## src/rtl/ps2_kbd_cmd_sched.sv

```systemverilog
// PS2 keyboard TX command scheduler: arbitrates two requesters and sequences cmd[+arg] bytes
// into the port with per-byte ACK wait, NACK retry and ck1us-based timeout.
module ps2_kbd_cmd_sched #(
    parameter int unsigned TIMEOUT_US = 20000,
    parameter int unsigned MAX_RETRY  = 2
) (
    input  logic       clk6x,
    input  logic       reset,
    input  logic       ck1us,

    input  logic       req0_valid,
    input  logic [7:0] req0_cmd,
    input  logic [7:0] req0_arg,
    input  logic       req0_has_arg,
    output logic       req0_ready,
    output logic       req0_done,
    output logic [7:0] req0_status,

    input  logic       req1_valid,
    input  logic [7:0] req1_cmd,
    input  logic [7:0] req1_arg,
    input  logic       req1_has_arg,
    output logic       req1_ready,
    output logic       req1_done,
    output logic [7:0] req1_status,

    output logic [7:0] cmd_tx_o,
    output logic       cmd_tx_v_o,
    input  logic       cmd_tx_deq_i,
    input  logic       tx_acked_i,
    input  logic       tx_errd_i,

    output logic       sched_busy_o,
    output logic       cur_owner_o
);

    localparam int unsigned TW = (TIMEOUT_US > 0) ? $clog2(TIMEOUT_US + 1) : 1;
    localparam int unsigned RW = (MAX_RETRY > 0) ? $clog2(MAX_RETRY + 1) : 1;
    localparam logic [TW-1:0] TIMEOUT_VAL = TW'(TIMEOUT_US);
    localparam logic [RW-1:0] RETRY_VAL   = RW'(MAX_RETRY);

    localparam logic [7:0] STATUS_ACK  = 8'hFA;
    localparam logic [7:0] STATUS_NACK = 8'hFE;
    localparam logic [7:0] STATUS_TMO  = 8'hFD;

    typedef enum logic [2:0] {
        StIdle,
        StGrant,
        StOffer,
        StWait,
        StDone
    } state_e;

    state_e          state;
    logic            rr;
    logic            pick;
    logic [7:0]      cmd_q;
    logic [7:0]      arg_q;
    logic            has_arg_q;
    logic            byte_arg;
    logic [RW-1:0]   retries;
    logic [TW-1:0]   timer;
    logic [TW-1:0]   timer_nxt;
    logic            timeout_hit;
    logic            fin;
    logic [7:0]      fin_code;

    // Tie goes to the requester that was not granted last.
    always_comb begin
        pick = (req0_valid && req1_valid) ? ~rr : req1_valid;
    end

    always_comb begin
        timer_nxt = timer;
        if (ck1us && (timer != TIMEOUT_VAL)) begin
            timer_nxt = timer + TW'(1);
        end
        timeout_hit = (timer_nxt >= TIMEOUT_VAL);
    end

    // Command completion: device response beats a timeout landing in the same cycle.
    always_comb begin
        fin      = 1'b0;
        fin_code = STATUS_ACK;
        case (state)
            StOffer: begin
                if (!cmd_tx_deq_i && timeout_hit) begin
                    fin      = 1'b1;
                    fin_code = STATUS_TMO;
                end
            end
            StWait: begin
                if (tx_errd_i) begin
                    if (retries >= RETRY_VAL) begin
                        fin      = 1'b1;
                        fin_code = STATUS_NACK;
                    end
                end else if (tx_acked_i) begin
                    if (byte_arg || !has_arg_q) begin
                        fin      = 1'b1;
                        fin_code = STATUS_ACK;
                    end
                end else if (timeout_hit) begin
                    fin      = 1'b1;
                    fin_code = STATUS_TMO;
                end
            end
            default: ;
        endcase
    end

    always_ff @(posedge clk6x or posedge reset) begin
        if (reset) begin
            state        <= StIdle;
            rr           <= 1'b1;
            cmd_q        <= 8'h00;
            arg_q        <= 8'h00;
            has_arg_q    <= 1'b0;
            byte_arg     <= 1'b0;
            retries      <= '0;
            timer        <= '0;
            cmd_tx_o     <= 8'h00;
            cmd_tx_v_o   <= 1'b0;
            sched_busy_o <= 1'b0;
            cur_owner_o  <= 1'b0;
            req0_ready   <= 1'b0;
            req1_ready   <= 1'b0;
            req0_done    <= 1'b0;
            req1_done    <= 1'b0;
            req0_status  <= 8'h00;
            req1_status  <= 8'h00;
        end else begin
            req0_ready <= 1'b0;
            req1_ready <= 1'b0;
            req0_done  <= 1'b0;
            req1_done  <= 1'b0;

            case (state)
                StIdle: begin
                    if (req0_valid || req1_valid) begin
                        // Latch here so ready truly means the request is captured.
                        state        <= StGrant;
                        sched_busy_o <= 1'b1;
                        cur_owner_o  <= pick;
                        cmd_q        <= pick ? req1_cmd : req0_cmd;
                        arg_q        <= pick ? req1_arg : req0_arg;
                        has_arg_q    <= pick ? req1_has_arg : req0_has_arg;
                        req0_ready   <= ~pick;
                        req1_ready   <= pick;
                    end
                end
                StGrant: begin
                    rr         <= cur_owner_o;
                    byte_arg   <= 1'b0;
                    retries    <= '0;
                    timer      <= '0;
                    cmd_tx_o   <= cmd_q;
                    cmd_tx_v_o <= 1'b1;
                    state      <= StOffer;
                end
                StOffer: begin
                    timer <= timer_nxt;
                    if (cmd_tx_deq_i) begin
                        cmd_tx_v_o <= 1'b0;
                        state      <= StWait;
                    end
                end
                StWait: begin
                    if (tx_errd_i) begin
                        if (retries < RETRY_VAL) begin
                            // cmd_tx_o still holds the byte being retried.
                            retries    <= retries + RW'(1);
                            timer      <= '0;
                            cmd_tx_v_o <= 1'b1;
                            state      <= StOffer;
                        end
                    end else if (tx_acked_i) begin
                        if (!byte_arg && has_arg_q) begin
                            byte_arg   <= 1'b1;
                            retries    <= '0;
                            timer      <= '0;
                            cmd_tx_o   <= arg_q;
                            cmd_tx_v_o <= 1'b1;
                            state      <= StOffer;
                        end
                    end else begin
                        timer <= timer_nxt;
                    end
                end
                StDone: begin
                    state        <= StIdle;
                    sched_busy_o <= 1'b0;
                end
                default: begin
                    state <= StIdle;
                end
            endcase

            if (fin) begin
                state      <= StDone;
                cmd_tx_v_o <= 1'b0;
                if (cur_owner_o) begin
                    req1_done   <= 1'b1;
                    req1_status <= fin_code;
                end else begin
                    req0_done   <= 1'b1;
                    req0_status <= fin_code;
                end
            end
        end
    end

endmodule

```

## config.mk

```make
export PLATFORM = sky130hd
export DESIGN_NAME = ps2_kbd_cmd_sched
export DESIGN_NICKNAME = d
export VERILOG_FILES = /design/src/rtl/ps2_kbd_cmd_sched.sv
export SDC_FILE = /design/constraint.sdc
export NUM_CORES = 1
export LEC_CHECK = 0
export CORE_MARGIN = 8
export CORE_UTILIZATION = 40
export CTS_BUF_LIST = sky130_fd_sc_hd__clkbuf_2
export CTS_CLUSTER_DIAMETER = 30
export DETAILED_ROUTE_END_ITERATION = 10
export PLACE_DENSITY = 0.73
export SYNTH_ARGS = -nofsm -noshare
export SYNTH_HDL_FRONTEND = slang
export SYNTH_SLANG_ARGS = --single-unit
```

## constraint.sdc

```tcl
create_clock -name clk6x -period 3.65 [get_ports clk6x]
set_clock_uncertainty 0.15 [all_clocks]
set_input_delay 0.5475 -clock clk6x [delete_from_list [all_inputs] [get_ports clk6x]]
set_output_delay 0.5475 -clock clk6x [all_outputs]
set_load 0.02 [all_outputs]
```

==> results by group <==
Logic synthesis
  • Most numerous cell in the Yosys netlist: dfrtp_1
  • Predominant post-synthesis flop cell: dfrtp_1
  • Yosys cell types: 57
  • Main area contributors after synthesis: dfrtp_1, mux2i_1, a21oi_1, nor2_1, o21ai_0
  • Sequential element share of the synthesized area: 0.479
  • Synth cell count leaders: dfrtp_1, nor2_1, a21oi_1, mux2i_1, o21ai_0
  • #FFs+latches synth: 62
  • Syn Area/Cell: 9.68 um2
  • Synth Cell Area: 3240 um2
  • Ys async rst share: 1.00
  • Top-area cell type share of the netlist area: 0.471
  • Synth area leader: dfrtp_1
  • Warnings, synthesis: 0
  • Syn Inst Count: 335
  • Syn nets: 380
  • Post-synth EDFFs: 0

Hold path
  • Class of the worst hold path: in -> async

Setup path
  • Reg2reg start: timer[1]
  • Worst EP required: 3.91 ns
  • Data arrival, critical path: 3.11 ns
  • Largest fanout on the critical path: 8
  • CP max-delay cell: dfrtp_1
  • R2r endpoint: req0_status[1]
  • Crit-path max cell delay: 0.53 ns
  • Internal reg-to-reg setup slack: 0.80 ns
  • CP bufs+invs: 0
  • Worst setup EP type: flip-flop
  • Crit Path Category: reg -> reg
  • Critical Path, Cell by Cell: ha_1, nand3_1, nor4_4, nand3_2, xnor2_2, o21ai_1, a221oi_2, a2bb2oi_1
  • Reg2reg path depth: 8
  • Delay-heaviest family, CP: compound AO/OA/AOI/OAI gates
  • Startpoint types: flip-flop

Run
  • Max-cap violations: 0

Clocking
  • PostCTS Resize Cnt: 0
  • Worst skew pair latency: 0.48 ns
  • Cts hold-fix bufs: 0
  • Clk buf depth: 2
  • CTS tree: done
  • Clock Root Buffer: clkbuf_2
  • Setup bufs post-CTS: 0
  • Clk sinks: 62
  • Inserted Clock Buffers: 9
  • Max H-tree Level: 3
  • Clock-pin slew on the worst setup and hold paths: 0.21 ns

Timing
  • Final Hold Fails: 0
  • Setup_tns: 0 ns
  • Fmax: 351 MHz
  • Slew Limit Headroom: 0.453
  • Setup violators final: 0
  • RSZ-0062 raised after global routing: no
  • Final min period: 2.85 ns
  • Slew Limit Fails: 0
  • Period utilization: 0.781
  • Actual slew at the worst max-slew pin: 0.819 ns

Placement
  • Area after DPL: 4030 um2
  • Routability cong.: 0.844
  • Hpwl dp: 5.70 mm
  • IO buf count: 72

Floorplanning
  • Die width: 106 um
  • Core Rows: 33
  • Starting Density: 0.403
  • Die H: 106 um
  • Top Ports: 73
  • DIE AREA: 11200 um2
  • Core area: 8050 um2

Drt
  • DRC viols: 0
  • DR vias/cell: 5.27
  • DRT antenna net count: 0
  • Drt initial violations: 109
  • Routed Wire Length: 7.60 mm
  • Per-cell routed wire length: 14.9 um
  • Pre-antenna DRT Iters: 4
  • Vias after detailed routing: 2688

Status
  • Status: complete, no violations

Power and ir drop
  • Worst vdd ir: 0.359 mV
  • Power, Total: 0.00301 W
  • PD cells: 720 nW/um2
  • LEAKAGE: 1.76 nW

Cells and area
  • Layout area overhead: 28.7%
  • Fill cell count: 769
  • Antenna Diode Count: 0
  • Final net count: 445
  • Seq. cell area: 1550 um2
  • Share of layout cells above drive strength 1: 0.0938
  • Final Cell Area: 4180 um2
  • Area occupied by multi-input gates: 1540 um2

GRT
  • All-Layer GR Usage: 0.144
  • Global-route wire length before repair: 13.3 mm
  • Initial antenna violation count: 0
  • Vias in the first global route: 2817
  • Largest net degree at the start of global routing: 42
  • Overflow after GRT: 0
[where the power goes]
group / internal [W] / switching [W] / leakage, nW
clock: 0.000238 / 0.000283 / 0.0879
sequential: 0.000930 / 0.000202 / 0.735
combinational: 0.000613 / 0.000740 / 0.939
total: 0.00178 / 0.00122 / 1.76
[metrics by stage]
step                      instances  hold WS (ns)   util  worst slack, ns
after global routing            510         0.387  0.519            0.544
after floorplan                 335         0.306      -             1.24
after detailed placement        494         0.326  0.500            0.502
after CTS                       510         0.356  0.519            0.820
after global placement          494         0.321  0.500            0.603
final                           510         0.357  0.519            0.800
[registers in the layout, indices dropped and copies added, names as in the netlist, 2 cells and up]
register and cells:
timer 15, arg_q 8, cmd_q 8, cmd_tx_o 8
req0_status 4, req1_status 4, state 3, retries 2
[metal layers]
metal  vias to the layer above  track usage  wire (um)
met4                         0       0.0553         69
li1                       1328            -          -
met5                         -            0          0
met2                        94        0.216       3480
met1                      1256        0.183       3380
met3                        10       0.0587        664
[worst max path at each step]
stage | from | endpoint | slack [ns] | depth (start not counted)
final | timer[1] | req0_status[1] | 0.80 | 8
after global routing | timer[1] | req0_status[2] | 0.54 | 8
after CTS | timer[1] | req0_status[2] | 0.82 | 8
after detailed placement | ck1us | req0_status[0] | 0.50 | 8
after global placement | ck1us | req0_status[0] | 0.60 | 8
after floorplan | timer[1] | req0_status[0] | 1.24 | 8
[kinds of logic after synthesis]
kind of cell / share of synthesized area
compound gates: 0.184
xor+xnor: 0.00772
fa+ha+maj: 0.0116
buf+inv: 0.0509
flops: 0.479
mux: 0.0872
simple gates: 0.180
[area by class of cell]
class / instances / share of cell area
flip-flops and latches: 62 / 0.372
multi-input cells: 238 / 0.368
repair buffers: 78 / 0.183
well taps: 105 / 0.0315
clock inverters: 7 / 0.0249
clock buffers: 9 / 0.0108
inverters: 11 / 0.00989
[placed cells by master, fill, tap and decap left out, drive strengths merged, types with 3 or more instances in the layout]
| master | netlist | layout |
|---|---|---|
| o21ai | 22 | 22 |
| clkbuf | 12 | 9 |
| nand4 | 4 | 4 |
| a21oi | 33 | 33 |
| nor2b | 7 | 7 |
| inv | 11 | 15 |
| mux2i | 26 | 26 |
| buf | 12 | 6 |
| nand3 | 12 | 12 |
| a2bb2oi | 4 | 4 |
| ha | 3 | 3 |
| nor2 | 44 | 44 |
| nor4 | 4 | 4 |
| o31ai | 5 | 5 |
| nand2 | 19 | 19 |
| nand2b | 4 | 4 |
| dfrtp | 61 | 61 |
| and3 | 3 | 3 |
| nor3 | 3 | 3 |
| or3 | 3 | 3 |
| a31oi | 4 | 4 |
| clkdlybuf4s50 | 0 | 72 |
(Power assumes the default switching activity.)
